## src/rtl/obi_wb_bridge.sv

```systemverilog
// obi_wb_bridge: OBI (req/gnt/rvalid/rready) to Wishbone classic master bridge.
// One Wishbone transfer in flight at a time; responses are queued in a small
// FIFO so the core can stall response acceptance without losing data.
// Optional bus watchdog: define OBI_WB_TIMEOUT_EN to abort transfers that
// receive no ack/err within TIMEOUT_CYCLES cycles.
module obi_wb_bridge #(
    parameter int ADDR_WIDTH     = 32,
    parameter int DATA_WIDTH     = 32,
    parameter int RESP_DEPTH     = 2,
    parameter int WRITE_RVALID   = 1,
    parameter int TIMEOUT_CYCLES = 256
) (
    input  logic                    clk,
    input  logic                    rst_n,
    input  logic                    obi_req_i,
    output logic                    obi_gnt_o,
    input  logic [ADDR_WIDTH-1:0]   obi_addr_i,
    input  logic                    obi_we_i,
    input  logic [DATA_WIDTH/8-1:0] obi_be_i,
    input  logic [DATA_WIDTH-1:0]   obi_wdata_i,
    output logic                    obi_rvalid_o,
    input  logic                    obi_rready_i,
    output logic [DATA_WIDTH-1:0]   obi_rdata_o,
    output logic                    obi_err_o,
    output logic                    wb_cyc_o,
    output logic                    wb_stb_o,
    output logic                    wb_we_o,
    output logic [DATA_WIDTH/8-1:0] wb_sel_o,
    output logic [ADDR_WIDTH-1:0]   wb_addr_o,
    output logic [DATA_WIDTH-1:0]   wb_data_o,
    input  logic [DATA_WIDTH-1:0]   wb_data_i,
    input  logic                    wb_ack_i,
    input  logic                    wb_err_i
);

    localparam int SEL_W = DATA_WIDTH / 8;
    localparam int PTR_W = (RESP_DEPTH > 1) ? $clog2(RESP_DEPTH) : 1;
    localparam int CNT_W = $clog2(RESP_DEPTH + 1);

    // Reject configurations the datapath cannot represent.
    if ((DATA_WIDTH % 8) != 0 || RESP_DEPTH < 1 ||
        (RESP_DEPTH & (RESP_DEPTH - 1)) != 0 || TIMEOUT_CYCLES < 1) begin : g_param_err
        $error("obi_wb_bridge: invalid parameter set");
    end

    typedef enum logic {
        ST_IDLE = 1'b0,
        ST_BUS  = 1'b1
    } state_e;

    state_e                  state_q;
    logic                    wb_cyc_q;
    logic                    wb_we_q;
    logic [SEL_W-1:0]        wb_sel_q;
    logic [ADDR_WIDTH-1:0]   wb_addr_q;
    logic [DATA_WIDTH-1:0]   wb_data_q;

    logic [DATA_WIDTH-1:0]   mem_data_q [RESP_DEPTH];
    logic                    mem_err_q  [RESP_DEPTH];
    logic [PTR_W-1:0]        wr_ptr_q;
    logic [PTR_W-1:0]        rd_ptr_q;
    logic [CNT_W-1:0]        count_q;

    logic                    done_s;
    logic                    push_s;
    logic                    pop_s;
    logic [DATA_WIDTH-1:0]   push_data_s;
    logic                    push_err_s;
    logic                    timeout_s;

    // Pointer advance with explicit wrap so non-full index ranges stay legal.
    function automatic logic [PTR_W-1:0] ptr_inc(input logic [PTR_W-1:0] p);
        if (p == PTR_W'(RESP_DEPTH - 1)) begin
            return {PTR_W{1'b0}};
        end else begin
            return p + PTR_W'(1);
        end
    endfunction

    // Grant only from IDLE and only while a FIFO slot is guaranteed free.
    assign obi_gnt_o    = (state_q == ST_IDLE) && obi_req_i && (count_q != CNT_W'(RESP_DEPTH));
    assign obi_rvalid_o = (count_q != {CNT_W{1'b0}});
    assign pop_s        = obi_rvalid_o && obi_rready_i;
    assign obi_rdata_o  = obi_rvalid_o ? mem_data_q[rd_ptr_q] : {DATA_WIDTH{1'b0}};
    assign obi_err_o    = obi_rvalid_o ? mem_err_q[rd_ptr_q] : 1'b0;

    assign wb_cyc_o  = wb_cyc_q;
    assign wb_stb_o  = wb_cyc_q;
    assign wb_we_o   = wb_we_q;
    assign wb_sel_o  = wb_sel_q;
    assign wb_addr_o = wb_addr_q;
    assign wb_data_o = wb_data_q;

`ifdef OBI_WB_TIMEOUT_EN
    localparam int WD_W = $clog2(TIMEOUT_CYCLES + 1);
    logic [WD_W-1:0] wdog_q;

    // Watchdog: restarts at each grant, counts every cycle spent waiting in BUS.
    always_ff @(posedge clk or negedge rst_n) begin
        if (!rst_n) begin
            wdog_q <= {WD_W{1'b0}};
        end else if (obi_gnt_o) begin
            wdog_q <= {WD_W{1'b0}};
        end else if ((state_q == ST_BUS) && !done_s) begin
            wdog_q <= wdog_q + WD_W'(1);
        end else begin
            wdog_q <= wdog_q;
        end
    end

    assign timeout_s = (state_q == ST_BUS) && (wdog_q == WD_W'(TIMEOUT_CYCLES - 1));
`else
    assign timeout_s = 1'b0;
`endif

    // Transfer completion and response formation; error beats ack, timeout is last resort.
    always_comb begin
        done_s      = 1'b0;
        push_s      = 1'b0;
        push_data_s = {DATA_WIDTH{1'b0}};
        push_err_s  = 1'b0;
        if (state_q == ST_BUS) begin
            if (wb_err_i) begin
                done_s     = 1'b1;
                push_err_s = 1'b1;
                push_s     = !wb_we_q || (WRITE_RVALID != 0);
            end else if (wb_ack_i) begin
                done_s      = 1'b1;
                push_data_s = wb_we_q ? {DATA_WIDTH{1'b0}} : wb_data_i;
                push_s      = !wb_we_q || (WRITE_RVALID != 0);
            end else if (timeout_s) begin
                done_s     = 1'b1;
                push_err_s = 1'b1;
                push_s     = 1'b1;
            end else begin
                done_s = 1'b0;
            end
        end else begin
            done_s = 1'b0;
        end
    end

    // Request FSM: captures the OBI request on grant and holds the Wishbone cycle until done.
    always_ff @(posedge clk or negedge rst_n) begin
        if (!rst_n) begin
            state_q   <= ST_IDLE;
            wb_cyc_q  <= 1'b0;
            wb_we_q   <= 1'b0;
            wb_sel_q  <= {SEL_W{1'b0}};
            wb_addr_q <= {ADDR_WIDTH{1'b0}};
            wb_data_q <= {DATA_WIDTH{1'b0}};
        end else begin
            case (state_q)
                ST_IDLE: begin
                    if (obi_gnt_o) begin
                        state_q   <= ST_BUS;
                        wb_cyc_q  <= 1'b1;
                        wb_we_q   <= obi_we_i;
                        wb_sel_q  <= obi_be_i;
                        wb_addr_q <= obi_addr_i;
                        wb_data_q <= obi_we_i ? obi_wdata_i : {DATA_WIDTH{1'b0}};
                    end else begin
                        state_q <= ST_IDLE;
                    end
                end
                ST_BUS: begin
                    if (done_s) begin
                        state_q   <= ST_IDLE;
                        wb_cyc_q  <= 1'b0;
                        wb_we_q   <= 1'b0;
                        wb_sel_q  <= {SEL_W{1'b0}};
                        wb_addr_q <= {ADDR_WIDTH{1'b0}};
                        wb_data_q <= {DATA_WIDTH{1'b0}};
                    end else begin
                        state_q <= ST_BUS;
                    end
                end
                default: begin
                    state_q  <= ST_IDLE;
                    wb_cyc_q <= 1'b0;
                end
            endcase
        end
    end

    // Response FIFO: registered storage, head visible the cycle after the push.
    always_ff @(posedge clk or negedge rst_n) begin
        if (!rst_n) begin
            for (int i = 0; i < RESP_DEPTH; i++) begin
                mem_data_q[i] <= {DATA_WIDTH{1'b0}};
                mem_err_q[i]  <= 1'b0;
            end
            wr_ptr_q <= {PTR_W{1'b0}};
            rd_ptr_q <= {PTR_W{1'b0}};
            count_q  <= {CNT_W{1'b0}};
        end else begin
            if (push_s) begin
                mem_data_q[wr_ptr_q] <= push_data_s;
                mem_err_q[wr_ptr_q]  <= push_err_s;
                wr_ptr_q             <= ptr_inc(wr_ptr_q);
            end
            if (pop_s) begin
                rd_ptr_q <= ptr_inc(rd_ptr_q);
            end
            case ({push_s, pop_s})
                2'b10:   count_q <= count_q + CNT_W'(1);
                2'b01:   count_q <= count_q - CNT_W'(1);
                default: count_q <= count_q;
            endcase
        end
    end

endmodule

```

## config.mk

```make
export PLATFORM = sky130hd
export DESIGN_NAME = obi_wb_bridge
export DESIGN_NICKNAME = d
export VERILOG_FILES = /design/src/rtl/obi_wb_bridge.sv
export SDC_FILE = /design/constraint.sdc
export NUM_CORES = 1
export LEC_CHECK = 0
export CORE_ASPECT_RATIO = 0.8
export CORE_MARGIN = 5
export CORE_UTILIZATION = 28
export DETAILED_ROUTE_END_ITERATION = 10
export PLACE_DENSITY = 0.63
export SYNTH_ARGS = -nofsm -noshare
export SYNTH_HDL_FRONTEND = slang
export SYNTH_SLANG_ARGS = --single-unit
```

## constraint.sdc

```tcl
create_clock -name clk -period 1.61 [get_ports clk]
set_input_delay 0.2415 -clock clk [delete_from_list [all_inputs] [get_ports clk]]
set_output_delay 0.2415 -clock clk [all_outputs]
set_load 0.005 [all_outputs]
```

==> results.yml, run 1 <==
logic_synthesis:
  syn_nets: 616
  yosysSeqAreaShare_pct: 61.67
  avgSynthCellArea_um2: 11.26
  synthDistinctLibCells: 27
  synth.cell_area_um2: 5722
  syn_inst: 508
  synth-seq-cells: 141
  ys_warn_count: 0
placed_design:
  dpl-instance-area_um2: 8479
  place_hpwl_mm: 11.92
  place_ws_ps: -305.8
  dp_cells: 980
  numPortBuffers: 212
  gp_congestion: 0.7109
critical_path:
  path_buf_inv: 4
  required_ps: 1370
  path_class: "reg2out"
  cp-end-kind: "output pin"
  cp.arrival_ps: 1610
  slowest_delay_ps: 440
  critPathMaxFanout: 5
  start_kind: "register"
  cp_cell_sequence: "buf_12 > buf_8 > buf_6 > mux2i_2 > nor2_2 > buf_2"
  cpLargestDelayFamily: "buffers and inverters"
  slowest_stage: "dfrtp_2"
final_layout:
  area_growth_pct: 64.66
  num-fill-cells: 1843
  layout.nets: 866
  insertedDiodeCount: 0
  mostFrequentLayoutCells: "clkdlybuf4s50_1 (172), dfrtp_1 (140), o21ai_0 (91)"
  design_area_um2: 9422
  final_common_cell: "clkdlybuf4s50_1"
  stdcell_count: 1035
  seqCellArea_um2: 3530
  final_layout_size_suffix_gt1_share_pct: 19.84
  multiInputGateArea_um2: 2096
run_status:
  status: "finished, violations left"
  violations: "negative setup slack"
global_routing:
  grt_pass1_vias: 5019
  overflow: 0
  antenna_found_initial: 0
  grt_pass1_wl_mm: 27.69
  grt_max_degree: 41
  track_usage_pct: 15.05
clock_tree:
  cts.clk_slew.worst_paths_ps: 60
  cts_made_buffers: 17
  worstSkewPairLatency_ps: 410
  cts_root_buf: "clkbuf_16"
  htree_num_levels: 4
  cts_max_path_buffers: 2
  cts_sinks: 141
  cts_tree: "built"
detailed_routing:
  avgViaCountPerCell: 4.646
  drc_errors: 0
  routed_wl_mm: 17.67
  vias: 4809
  first_pass_iters: 4
  wl_per_cell_um: 17.07
  ant_nets: 0
  first_iter_violations: 236
timing:
  fin_ws_ps: -245.4
  relSlewSlack_pct: 71.62
  finalHoldViolCount: 0
  fin_skew_ps: 7.728
  maxSlewViolCount: 0
  rsz0062_at_grt: "yes"
  max_freq_mhz: 539.0
  timing.final.crit_share_pct: 115.2
  min_period_ps: 1855
  setup_viol: 33
  tightest_slew_ps: 425.8
power:
  p_per_area_nw_per_um2: 1795
  power_leakage_nw: 4.310
  power_mw: 16.91
  ir_drop_uv: 666.0
floorplanning:
  initial_core_util_pct: 28.65
  design.die.area_um2: 23410
  io_pins: 213
  die_height_um: 137.9
  die_x_um: 169.8
  core_um2: 19970
  row_count: 46
flow_run:
  max_cap_violations: 0
hold_path:
  min_path_type: "in2async"
-- final cells by class --
class | count | share of cell area, %
clock buffer | 24 | 5.432
timing repair buffer | 275 | 29.91
multi-input combinational | 322 | 22.24
sequential | 141 | 37.46
clock inverter | 8 | 1.355
tap | 264 | 3.506
inverter | 1 | 0.09296
-- kinds of logic after synthesis --
logic type / share of synthesized area [%]
multiplexers: 5.773
AO/OA/AOI/OAI: 20.31
XOR/XNOR: 0.6124
adder cells (fa/ha/maj): 0.2186
AND/OR/NAND/NOR: 7.719
flip-flops: 61.67
buffers and inverters: 3.696
-- per-layer routing --
metal  wire, um  up-vias  global-route usage, %
met5          0        -                      0
met4         94        0                  2.816
met3       1338        9                  5.785
met2       7986      150                  22.59
met1       8251     2339                  20.95
li1           -     2311                      -
-- Yosys cell counts --
library cell,n,area share (%)
o21ai_0,91,8.0
mux2i_1,33,5.8
a32o_1,1,0.17
clkbuf_1,21,1.4
buf_6,1,0.20
nor2b_1,2,0.22
o211ai_2,1,0.22
nand3_1,1,0.087
a22o_1,69,11
a21boi_2,1,0.20
o21ai_1,6,0.52
a21o_1,3,0.39
ha_1,1,0.22
and2_1,2,0.22
and3_1,1,0.11
nand2_1,67,4.4
and4bb_2,1,0.22
xnor2_1,2,0.31
o21ai_4,1,0.28
buf_4,3,0.39
dfrtp_1,141,62
nand2b_1,1,0.11
inv_1,1,0.066
buf_2,18,1.6
clkbuf_2,1,0.087
xor2_1,2,0.31
nor2_1,36,2.4
-- flip-flops by register name, indices dropped and copies added, names as in the netlist --
register	cells
mem_data_q	64
wb_addr_o	32
wb_data_o	32
wb_sel_o	4
count_q	2
mem_err_q	2
rd_ptr_q	1
state_q	1
wb_cyc_o	1
wb_we_o	1
wr_ptr_q	1
-- worst paths after layout --
kind                           startpoint  cells after the start         endpoint  slack, ps
max                              rd_ptr_q                      6  obi_rdata_o[20]       -250
min                                 rst_n                      2   mem_data_q[57]        320
max reg2reg                    count_q[1]                      9       count_q[1]          0
min reg2reg                mem_data_q[19]                      2   mem_data_q[19]        480
max in group asynchronous           rst_n                      3    wb_addr_o[21]        720
min in group clk             wb_data_i[9]                      3   mem_data_q[41]        410
-- worst reg2reg max path, cell delays in order (launching register included) --
cell and delay [ps]:
dfrtp_1 410, nor2_4 140, buf_6 120, buf_12 130
inv_6 30, and2_4 160, ha_4 160, xnor2_2 140
nor2_2 50, xor2_1 150
-- power breakdown --
| part | internal, mW | switching [mW] | total (mW) |
|---|---|---|---|
| clock network | 2.69 | 1.52 | 4.22 |
| registers | 4.68 | 0.698 | 5.38 |
| logic | 4.34 | 2.98 | 7.32 |
-- metrics by stage --
step | utilization [%] | hold slack (ps) | setup TNS [ps]
CTS | 47.10 | 312.4 | -10290
floorplan | - | -54.09 | 0
finish | 47.17 | 319.0 | -4796
detailed placement | 42.46 | 194.4 | -11150
global placement | 42.46 | 191.1 | -11610
global route | 47.17 | 334.5 | -7937
-- timing repair --
item / CTS / global route
pin swaps: 18 / 20
resized for setup: 142 / 47
setup endpoints to repair: 40 / 107
hold endpoints to repair: 37 / 0
hold buffers: 1 / 0
gates cloned: 5 / 1
setup buffers: 16 / 7
No activity file was read; power rests on OpenSTA's default activity.
==> inputs of run 2 (changes only) <==
- GPL_TIMING_DRIVEN: not set -> 0
==> run 2 against run 1 <==
The flow still finishes with violations (negative setup slack). Total power grew 0.97%. Sequential cell count is the same. Die area is the same. Global-route usage grew 0.43 points. Fmax shrank 1.1%. Register-to-register slack lost 30 ps. Hold slack gained 6.5 ps. Clock skew shrank 2.5 ps. Wire length grew 4.8%. Critical endpoint is now obi_rdata_o[16].
==> results.yml, run 2 (synthesis gave the netlist of run 1 again) <==
run_status:
  status: "finished, violations left"
  violations: "negative setup slack"
timing:
  relSlewSlack_pct: 61.13
  timing.final.crit_share_pct: 116.5
  holdWs_ps: 325.6
  fin_ws_ps: -266.0
  finalHoldViolCount: 0
  rsz0062_at_grt: "yes"
  maxSlewViolCount: 0
  fin_skew_ps: 5.266
  max_freq_mhz: 533.0
  setup_viol: 36
  tightest_slew_ps: 583.0
  min_period_ps: 1876
final_layout:
  area_growth_pct: 67.83
  largest_reg_flops: 64
  final_layout_size_suffix_gt1_share_pct: 24.38
  mostFrequentLayoutCells: "clkdlybuf4s50_1 (169), dfrtp_1 (137), o21ai_0 (90)"
  final_common_cell: "clkdlybuf4s50_1"
  layout.nets: 900
  top_register: "mem_data_q"
  stdcell_count: 1069
critical_path:
  required_ps: 1370
  path_class: "reg2out"
  rrSetupSlack_ps: -30
  worstSetupStartpoint: "rd_ptr_q"
  cp_cell_sequence: "buf_12 > buf_8 > buf_6 > mux2i_4 > nor2_4 > buf_6"
  path_buf_inv: 4
  critPathMaxFanout: 4
  cp.arrival_ps: 1630
  slowest_delay_ps: 460
  ff2ff_path_depth: 10
  crit_end: "obi_rdata_o[16]"
  crit_cells: 6
  start_kind: "register"
  crit_top_cell: "buf_6"
  cp-end-kind: "output pin"
  reg2reg_from: "count_q[1]"
  slowest_stage: "dfrtp_2"
  r2r-end: "count_q[1]"
  cpLargestDelayFamily: "buffers and inverters"
clock_tree:
  cts_tree: "built"
  htree_num_levels: 4
  cts_root_buf: "clkbuf_16"
  cts.clk_slew.worst_paths_ps: 60
  worstSkewPairLatency_ps: 410
  cts_max_path_buffers: 2
  cts_sinks: 141
  cts_made_buffers: 17
floorplanning:
  io_pins: 213
  initial_core_util_pct: 28.65
  row_count: 46
  core_um2: 19970
  design.die.area_um2: 23410
  die_height_um: 137.9
  die_x_um: 169.8
flow_run:
  max_cap_violations: 0
global_routing:
  antenna_found_initial: 2
  grt_max_degree: 83
  grt_pass1_vias: 5227
  overflow: 0
  grt_pass1_wl_mm: 28.37
  track_usage_pct: 15.48
detailed_routing:
  met2RoutedLength_mm: 8.429
  top_layer: "met5"
  drc_errors: 0
  wl_per_cell_um: 17.32
  wl_met3_mm: 1.419
  first_iter_violations: 264
  ant_nets: 0
  vias: 4934
  first_pass_iters: 6
  routed_wl_mm: 18.51
  wl_met1_mm: 8.433
  avgViaCountPerCell: 4.616
placed_design:
  dp_cells: 985
  gp_congestion: 0.7325
  place_hpwl_mm: 12.57
  numPortBuffers: 212
power:
  p_per_area_nw_per_um2: 1778
  ir_drop_uv: 762.4
  power_leakage_nw: 4.416
hold_path:
  min_path_type: "in2reg"
==> run 2: changes by cell type in the layout (fill, tap and decap cells not counted), sizes merged, moves of 2 or more <==
| cell | change |
|---|---|
| clkinv | +5 |
| clkbuf | +9 |
| clkdlybuf4s50 | -3 |
| dlymetal6s2s | +2 |
| buf | +22 |
==> run 2: where the power goes <==
group	total [mW]	switching (mW)	internal (mW)	leakage (nW)
clock network	3.81	1.50	2.31	0.280
logic	7.84	3.15	4.69	2.25
registers	5.43	0.747	4.69	1.88
==> run 2: worst reg2reg max path: cells and delay by family (launching register included) <==
| family | cells | cell delay [ps] |
|---|---|---|
| flops | 1 | 420 |
| fa+ha+maj | 1 | 150 |
| simple gates | 3 | 380 |
| xor+xnor | 2 | 260 |
| buf+inv | 4 | 350 |
==> run 2: stage by stage <==
step / TNS, ps / total power [mW] / instance area, um^2 / utilization (%) / setup slack, ps
2_1_floorplan: 0 / 7.864 / 5722 / - / 32.17
3_3_place_gp: -874250 / 11.09 / 8174 / 40.93 / -5586
3_5_place_dp: -93230 / 11.14 / 8203 / 41.07 / -774.2
4_1_cts: -7799 / 16.25 / 9186 / 46.00 / -312.7
5_1_grt: -8982 / 18.10 / 9603 / 48.08 / -335.8
6_report: -6043 / 17.08 / 9603 / 48.08 / -266.0
==> run 2: timing repair <==
item | 4_1_cts | 5_1_grt
setup endpoints to repair | 169 | 142
cloned | 0 | 2
hold buffers | 1 | 0
buffers inserted | 37 | 19
hold endpoints to repair | 59 | 0
pin swaps | 14 | 27
resized for setup | 198 | 112
==> run 2: worst min-delay path by stage <==
stage	start	end	slack, ps	cells past startpoint
3_3_place_gp	mem_data_q[10]	mem_data_q[10]	460	2
3_5_place_dp	rst_n	wb_data_o[9]	260	1
2_1_floorplan	rst_n	count_q[0]	-50	0
4_1_cts	rst_n	wb_data_o[23]	380	2
5_1_grt	wb_ack_i	mem_err_q[1]	360	3
6_report	wb_ack_i	mem_err_q[1]	330	3
==> run 2: routing by layer <==
metal	track usage (%)	vias to the layer above
met5	0	-
met4	3.979	2
met3	5.529	19
met2	23.69	153
met1	21.00	2397
li1	-	2363
==> run 2: area by class of cell <==
class,instances,area (um^2)
fill,1833,10370
buffer,40,365.4
clock buffer,20,446.7
multi-input combinational,322,2162
clock inverter,11,118.9
timing repair buffer,269,2638
sequential,141,3533
antenna,1,2.502
tap,264,330.3
inverter,1,6.256
